## src/rtl/rf_read_port.sv

```systemverilog
// rf_read_port
//   Read-side controller for a register array built from dff_en write cells.
//   Read requests arrive over a valid/ready handshake. The addressed word is
//   taken from the array's parallel Q bus, and a write landing on the same edge
//   is forwarded so that the newest value is returned. Responses queue in a
//   2-entry FIFO that has its own valid/ready handshake.
//
// Ports
//   clk        rising-edge clock, shared with the array's write side
//   rst_n      asynchronous active-low reset
//   rf_q       array Q outputs; word i = rf_q[i*DATA_W +: DATA_W]
//   wr_en      array write enable (monitored for bypass)
//   wr_addr    array write address (monitored)
//   wr_data    array write data (monitored)
//   req_valid  read request present
//   req_addr   read address
//   req_ready  request accepted on this edge (FIFO not full)
//   resp_valid head of the FIFO holds a response
//   resp_data  read data (0 on error)
//   resp_err   1 when the address is >= NREGS
//   resp_ready consumer takes the head response on this edge
module rf_read_port #(
  parameter int DATA_W = 8,
  parameter int ADDR_W = 3,
  parameter int NREGS  = 8
) (
  input  logic                    clk,
  input  logic                    rst_n,
  input  logic [NREGS*DATA_W-1:0] rf_q,
  input  logic                    wr_en,
  input  logic [ADDR_W-1:0]       wr_addr,
  input  logic [DATA_W-1:0]       wr_data,
  input  logic                    req_valid,
  input  logic [ADDR_W-1:0]       req_addr,
  output logic                    req_ready,
  output logic                    resp_valid,
  output logic [DATA_W-1:0]       resp_data,
  output logic                    resp_err,
  input  logic                    resp_ready
);

  // One extra bit so that NREGS == 2**ADDR_W compares correctly
  localparam logic [ADDR_W:0] NREGS_EXT = (ADDR_W+1)'(NREGS);

  typedef enum logic [1:0] {
    EMPTY = 2'd0,
    ONE   = 2'd1,
    FULL  = 2'd2
  } state_t;

  state_t state, state_nx;

  logic              push, pop;
  logic              load_head, load_tail, shift_head, clear_head;
  logic [DATA_W-1:0] rd_data;
  logic              rd_err;
  logic [DATA_W-1:0] head_data, tail_data;
  logic              head_err, tail_err;

  // Both handshake outputs come from registered state only
  assign req_ready  = (state != FULL);
  assign resp_valid = (state != EMPTY);
  assign resp_data  = head_data;
  assign resp_err   = head_err;

  assign push = req_valid & req_ready;
  assign pop  = resp_valid & resp_ready;

  // Word selection: range error first, then same-edge write forwarding,
  // then the stored array value
  always_comb begin
    rd_data = '0;
    rd_err  = 1'b0;
    if ({1'b0, req_addr} >= NREGS_EXT) begin
      rd_err = 1'b1;
    end else if (wr_en && (wr_addr == req_addr)) begin
      rd_data = wr_data;
    end else begin
      for (int unsigned i = 0; i < NREGS; i++) begin
        if (req_addr == ADDR_W'(i)) rd_data = rf_q[i*DATA_W +: DATA_W];
      end
    end
  end

  always_ff @(posedge clk or negedge rst_n) begin
    if (!rst_n) state <= EMPTY;
    else        state <= state_nx;
  end

  always_comb begin
    state_nx   = state;
    load_head  = 1'b0;
    load_tail  = 1'b0;
    shift_head = 1'b0;
    clear_head = 1'b0;
    case (state)
      EMPTY: begin
        if (push) begin
          load_head = 1'b1;
          state_nx  = ONE;
        end
      end
      ONE: begin
        case ({push, pop})
          2'b10: begin
            load_tail = 1'b1;
            state_nx  = FULL;
          end
          2'b01: begin
            clear_head = 1'b1;
            state_nx   = EMPTY;
          end
          2'b11:   load_head = 1'b1;  // old head leaves, new word replaces it
          default: ;
        endcase
      end
      FULL: begin
        if (pop) begin
          shift_head = 1'b1;
          state_nx   = ONE;
        end
      end
      default: state_nx = EMPTY;
    endcase
  end

  // Entries are snapshots taken at push time; later writes never touch them
  always_ff @(posedge clk or negedge rst_n) begin
    if (!rst_n) begin
      head_data <= '0;
      head_err  <= 1'b0;
      tail_data <= '0;
      tail_err  <= 1'b0;
    end else begin
      if (load_head) begin
        head_data <= rd_data;
        head_err  <= rd_err;
      end else if (shift_head) begin
        head_data <= tail_data;
        head_err  <= tail_err;
      end else if (clear_head) begin
        head_data <= '0;
        head_err  <= 1'b0;
      end
      if (load_tail) begin
        tail_data <= rd_data;
        tail_err  <= rd_err;
      end
    end
  end

endmodule

```

## config.mk

```make
export PLATFORM = sky130hd
export DESIGN_NAME = rf_read_port
export DESIGN_NICKNAME = d
export VERILOG_FILES = /design/src/rtl/rf_read_port.sv
export SDC_FILE = /design/constraint.sdc
export NUM_CORES = 1
export LEC_CHECK = 0
export CAP_MARGIN = 20
export CORE_ASPECT_RATIO = 1.2
export CORE_MARGIN = 4
export CORE_UTILIZATION = 28
export DETAILED_ROUTE_END_ITERATION = 12
export PLACE_DENSITY = 0.72
export SLEW_MARGIN = 10
export SYNTH_ARGS = -nofsm -noshare
export SYNTH_HDL_FRONTEND = slang
export SYNTH_SLANG_ARGS = --single-unit
```

## constraint.sdc

```tcl
create_clock -name clk -period 4 [get_ports clk]
set_clock_uncertainty 0.05 [all_clocks]
set_input_delay 0.8 -clock clk [delete_from_list [all_inputs] [get_ports clk]]
set_output_delay 0.8 -clock clk [all_outputs]
set_load 0.02 [all_outputs]
```

==> Word-level counts from Yosys, hierarchy flattened <==
Cells that the tools add are included.
{ "word_totals": {"reg_bits": 19, "in_bits": 83, "elab_cells": 57, "output_inout_bits": 11} }
{ "classes": {"mux": 28, "n_bitwise": 2, "n_eq_ne": 17, "n_reduce_logical": 6} }
{ "ops": {"columns": ["cell", "n"], "rows": [
  ["$mux W8", 12],
  ["$eq A3 B3 Y1 const B", 4],
  ["$mux W1", 11],
  ["$eq A2 B2 Y1 const B", 3],
  ["$eq A3 B2 Y1 const B", 2],
  ["$ne A2 B2 Y1 const B", 3],
  ["$pmux W2 S3", 1],
  ["$eq A2 B1 Y1 const B", 2],
  ["$mux W2", 2],
  ["$pmux W2 S2", 1],
  ["$eq A3 B1 Y1 const B", 1],
  ["$eq A3 B3 Y1", 1],
  ["$logic_not A3 Y1", 1],
  ["$ne A3 B2 Y1 const B", 1],
  ["$reduce_and A3 Y1", 1],
  ["$reduce_bool A3 Y1", 1],
  ["$and A1 B1 Y1", 2],
  ["$logic_not A2 Y1", 1],
  ["$pmux W1 S2", 1],
  ["$reduce_bool A2 Y1", 1],
  ["$logic_and A1 B1 Y1", 1]
]} }

==> Longest topological paths before layout <==
{ "logic_depth": {"depth_word": 11, "depth_mapped": 6, "ltp_nobuf": 4} }

==> Least setup slack after synthesis <==
Ideal clock, no wire load.
{ "synth_timing": {"path_type": "input port to flip-flop", "start": "input req_addr[0]", "end": "register head_data[5], in the netlist resp_data[5]", "cell_stages": 5, "setup_slack_ps": 1956, "t_arrival_ps": 1859, "t_required_ps": 3815, "n_path_buf": 1, "setup_time_ps": 135, "cell_sequence": "buf_6 -> mux4_2 -> and2_1 -> o211ai_2 -> o211ai_1"} }
{ "synth_via": {"elab_chain_len": 11, "word_cells_on_any_way": 20, "cone_classes": "eq/ne: 8; mux: 10; reduce/logical: 2"} }
{ "synth_rtl": {"columns": ["item", "line_no", "text"], "rows": [
  ["start, declared", "34", "input logic [ADDR_W-1:0] req_addr,"],
  ["$logic_not A3 Y1", "80", "if (req_addr == ADDR_W'(i)) rd_data = rf_q[i*DATA_W +: DATA_W];"],
  ["$mux W8 (8 in series)", "80", null],
  ["$mux W8 (*)", "76", "end else if (wr_en && (wr_addr == req_addr)) begin"],
  ["$mux W8 (*)", "135", "if (load_head) begin"],
  ["end signal, assigned", "136", "head_data <= rd_data;"],
  ["end signal, assigned", "139", "head_data <= tail_data;"],
  ["end, declared", "57", "logic [DATA_W-1:0] head_data, tail_data;"]
]} }
Mark *: on every way between the ends. The rest lies on a longest branch, timed or not.
A chain may end at the register's enable or synchronous reset.

==> Worst setup path in the final report <==
{ "layout_timing": {"start": "input req_addr[0]", "end": "register tail_data[0]"} }
{ "layout_via": {"elab_chain_len": 10, "word_cells_on_any_way": 19, "cone_classes": "eq/ne: 8; mux: 9; reduce/logical: 2"} }
{ "layout_rtl": {"columns": ["item", "line_no", "text"], "rows": [
  ["$logic_not A3 Y1", "80", null],
  ["$mux W8 (8 in series)", "80", null],
  ["$mux W8 (*)", "76", null],
  ["end signal, assigned", "146", "tail_data <= rd_data;"],
  ["end, declared", "57", null]
]} }
Marked as above.

==> run_results.csv <==
group,metric,value,unit
synthesis,synth_compound_area_frac,0.224,
synthesis,synth-simple-area-share,0.155,
global_routing,busiest_layer,"met2",
clocking,cts_setup_buffers,0,
synthesis,synth.avg_cell_area,11.3,sq um
die,die_y,89.8,microns
synthesis,synth.ff_latch_count,18,
finish,multiInputGateArea,986,sq um
clocking,cts_resized,0,
detailed_routing,avgRoutedWirePerCell,15.0,microns
synthesis,yosysSeqAreaShare,0.288,
synthesis,yosys.area_share.adder,0,
clocking,hold_buffers,0,
critical_path,worstSetupPathType,"in2reg",
die,rows,29,
synthesis,synth_top_flop_cell,"dfrtp_1",
placed_design,numPortBuffers,92,
placed_design,dp_hpwl,3620,microns
die,core,0.00533,sq mm
finish,syn2layout_area_growth,61.6,%
run,drv_cap,0,
finish,n_fill_cell,496,
placed_design,place_congestion,0.779,
detailed_routing,drtIter0Drc,119,
timing,final_max_slew_viol_count,0,
critical_path,critPathRequiredTime,4.08,ns
global_routing,overflow,0,
timing,rsz0062_at_grt,"no",
synthesis,syn_area,0.00156,sq mm
critical_path,cp-end-kind,"flop",
timing,setup_violations,0,
timing,hold_viol,0,
critical_path,cp.arrival,2.89,ns
global_routing,grt_use_met1,0.169,
detailed_routing,vias,1476,
detailed_routing,ant_nets,0,
critical_path,cp-start-kind,"primary input",
clocking,cts_sinks,18,
global_routing,grt_max_degree,20,
detailed_routing,drt-pass1-iter-count,4,
finish,regArea,450,sq um
timing,maxClockFrequency,0.355,GHz
clocking,cts_root_buf,"clkbuf_8",
synthesis,muxShareOfSynthArea,0.233,
finish,drive_gt1_frac,0.142,
clocking,clk_pin_slew_worst_paths,0.07,ns
synthesis,ys_warn_count,0,
synthesis,synth_top_area_cell,"dfrtp_1",
clocking,clockBufferDepth,2,
timing,period_minus_slack,2.81,ns
timing,finalCritPeriodShare,0.703,
global_routing,met3_usage,0.0290,
pwr,report.power.total,0.000773,W
synthesis,syn_nets,221,
finish,num_antenna_cells,0,
pwr,vdd_drop_max,0.140,mV
global_routing,grt_pass1_wl,7200,microns
die,io_pins,94,
die,die_w,76.2,microns
clocking,cts_inserted_buffers,3,
synthesis,synthArstFlopShare,1.00,
pwr,powerDensity,306,mW/mm^2
critical_path,crit_path_max_fanout,15,
synthesis,synth_edf_count,0,
die,initial_core_util,0.293,
global_routing,grt_usage,0.125,
synthesis,synth_top_area_share,0.288,
timing,setup-tns-final,0,ns
synthesis,ys_types,37,
timing,tightest_slew,0.782,ns
clocking,clk_latency,0.26,ns
hold_path,hold_path_class,"reg2reg",
detailed_routing,vias_per_cell,5.13,
die,die-area,0.00684,sq mm
detailed_routing,drc,0,
finish,nets,310,
synthesis,synth_xor_area_frac,0.0168,
global_routing,met2_usage,0.199,
clocking,cts_tree,"yes",
clocking,htreeDepth,1,
synthesis,synth_area_leaders,"dfrtp_1, mux4_2, o31ai_1, mux4_1, a211oi_2",
pwr,leakage,0.973,nW
timing,slew_headroom,0.477,
global_routing,antenna_found_initial,0,
global_routing,grt_pass1_vias,1487,
status,status,"completed",
synthesis,synthCells,138,
detailed_routing,wirelength,4330,microns
synthesis,synth_top_family_by_area,"multiplexers",
## layout by cell type, fill, tap and decap left out, types with 2 or more instances in the layout
cell type | synthesis | layout
nor2b_4 | 5 | 5
nor2_1 | 8 | 8
nand4_1 | 3 | 3
mux2i_1 | 6 | 6
xnor2_1 | 3 | 3
o211ai_1 | 3 | 3
o31ai_1 | 12 | 12
a21oi_1 | 9 | 9
nand2_1 | 9 | 9
buf_4 | 2 | 3
mux4_1 | 3 | 3
mux4_2 | 10 | 10
a211oi_1 | 3 | 3
dfrtp_1 | 18 | 18
nor2b_1 | 3 | 3
clkdlybuf4s50_1 | 0 | 92
clkbuf_8 | 1 | 4
inv_1 | 3 | 3
a22oi_1 | 8 | 8
a211oi_2 | 6 | 6
nor3b_1 | 2 | 2
## sequential cells by signal, indices dropped and copies added, names as in the netlist
register and count:
tail_data 8, resp_data 8, state 2
## power by group
group	internal [W]	switching [W]	leakage, nW
sequential	0.000241	0.0000361	0.225
combinational	0.000202	0.000145	0.720
clock	0.0000876	0.0000618	0.0288
total	0.000531	0.000243	0.973
## metrics by stage
step | std cells | hold slack, ns | util | cell area, sq um | setup WS (ns)
after floorplan | 138 | 0.399 | - | 1560 | 1.96
after global placement | 284 | 0.411 | 0.463 | 2470 | 0.898
after detailed placement | 284 | 0.417 | 0.463 | 2470 | 0.890
after CTS | 288 | 0.433 | 0.473 | 2520 | 1.15
after global routing | 288 | 0.477 | 0.473 | 2520 | 0.999
final | 288 | 0.429 | 0.473 | 2520 | 1.19
## critical path: stages
cell	delay, ns
clkdlybuf4s50_1	0.72
buf_4	0.32
mux4_1	0.55
nor2b_1	0.15
a211oi_2	0.24
o31ai_1	0.10
## kinds of logic (layout without fill, tap and decap cells)
family / after synthesis / count (layout)
AO/OA/AOI/OAI: 45 / 45
XOR/XNOR: 3 / 3
buffers and inverters: 14 / 102
flip-flops: 18 / 18
multiplexers: 19 / 19
other: 1 / 1
AND/OR/NAND/NOR: 38 / 38
## layer usage
| layer | part of all wire | vias up |
|---|---|---|
| li1 | - | 722 |
| met2 | 0.47 | 65 |
| met3 | 0.079 | 7 |
| met1 | 0.44 | 682 |
| met5 | 0 | - |
| met4 | 0.015 | 0 |
## final cells by class
class | count | share of cell area
Multi-Input combinational cell | 106 | 0.391
Timing Repair Buffer | 95 | 0.374
Sequential cell | 18 | 0.178
Tap cell | 62 | 0.0307
Clock buffer | 4 | 0.0218
Inverter | 3 | 0.00446
## cells in the mapped netlist (all sizes together), types with 4 or more instances
cell	number
mux4	13
nor2	8
nand2	9
o211ai	4
buf	9
o31ai	12
a211oi	9
a22oi	8
a21oi	9
mux2i	6
nor2b	8
dfrtp	18
## worst paths after layout
path	startpoint	to	slack, ns	depth (start not counted)
max reg2reg	state[1]$_DFFE_PN0P_	tail_data[7]$_DFFE_PN0P_	2.18	3
max	req_addr[0]	tail_data[0]$_DFFE_PN0P_	1.19	6
min	tail_data[3]$_DFFE_PN0P_	tail_data[3]$_DFFE_PN0P_	0.43	2
min in group asynchronous	rst_n	resp_data[3]$_DFFE_PN0P_	0.95	1
max in group asynchronous	rst_n	state[0]$_DFFE_PN0P_	2.47	1
min reg2reg	tail_data[3]$_DFFE_PN0P_	tail_data[3]$_DFFE_PN0P_	0.43	2
Note: power is estimated with default switching activity, not from simulation.
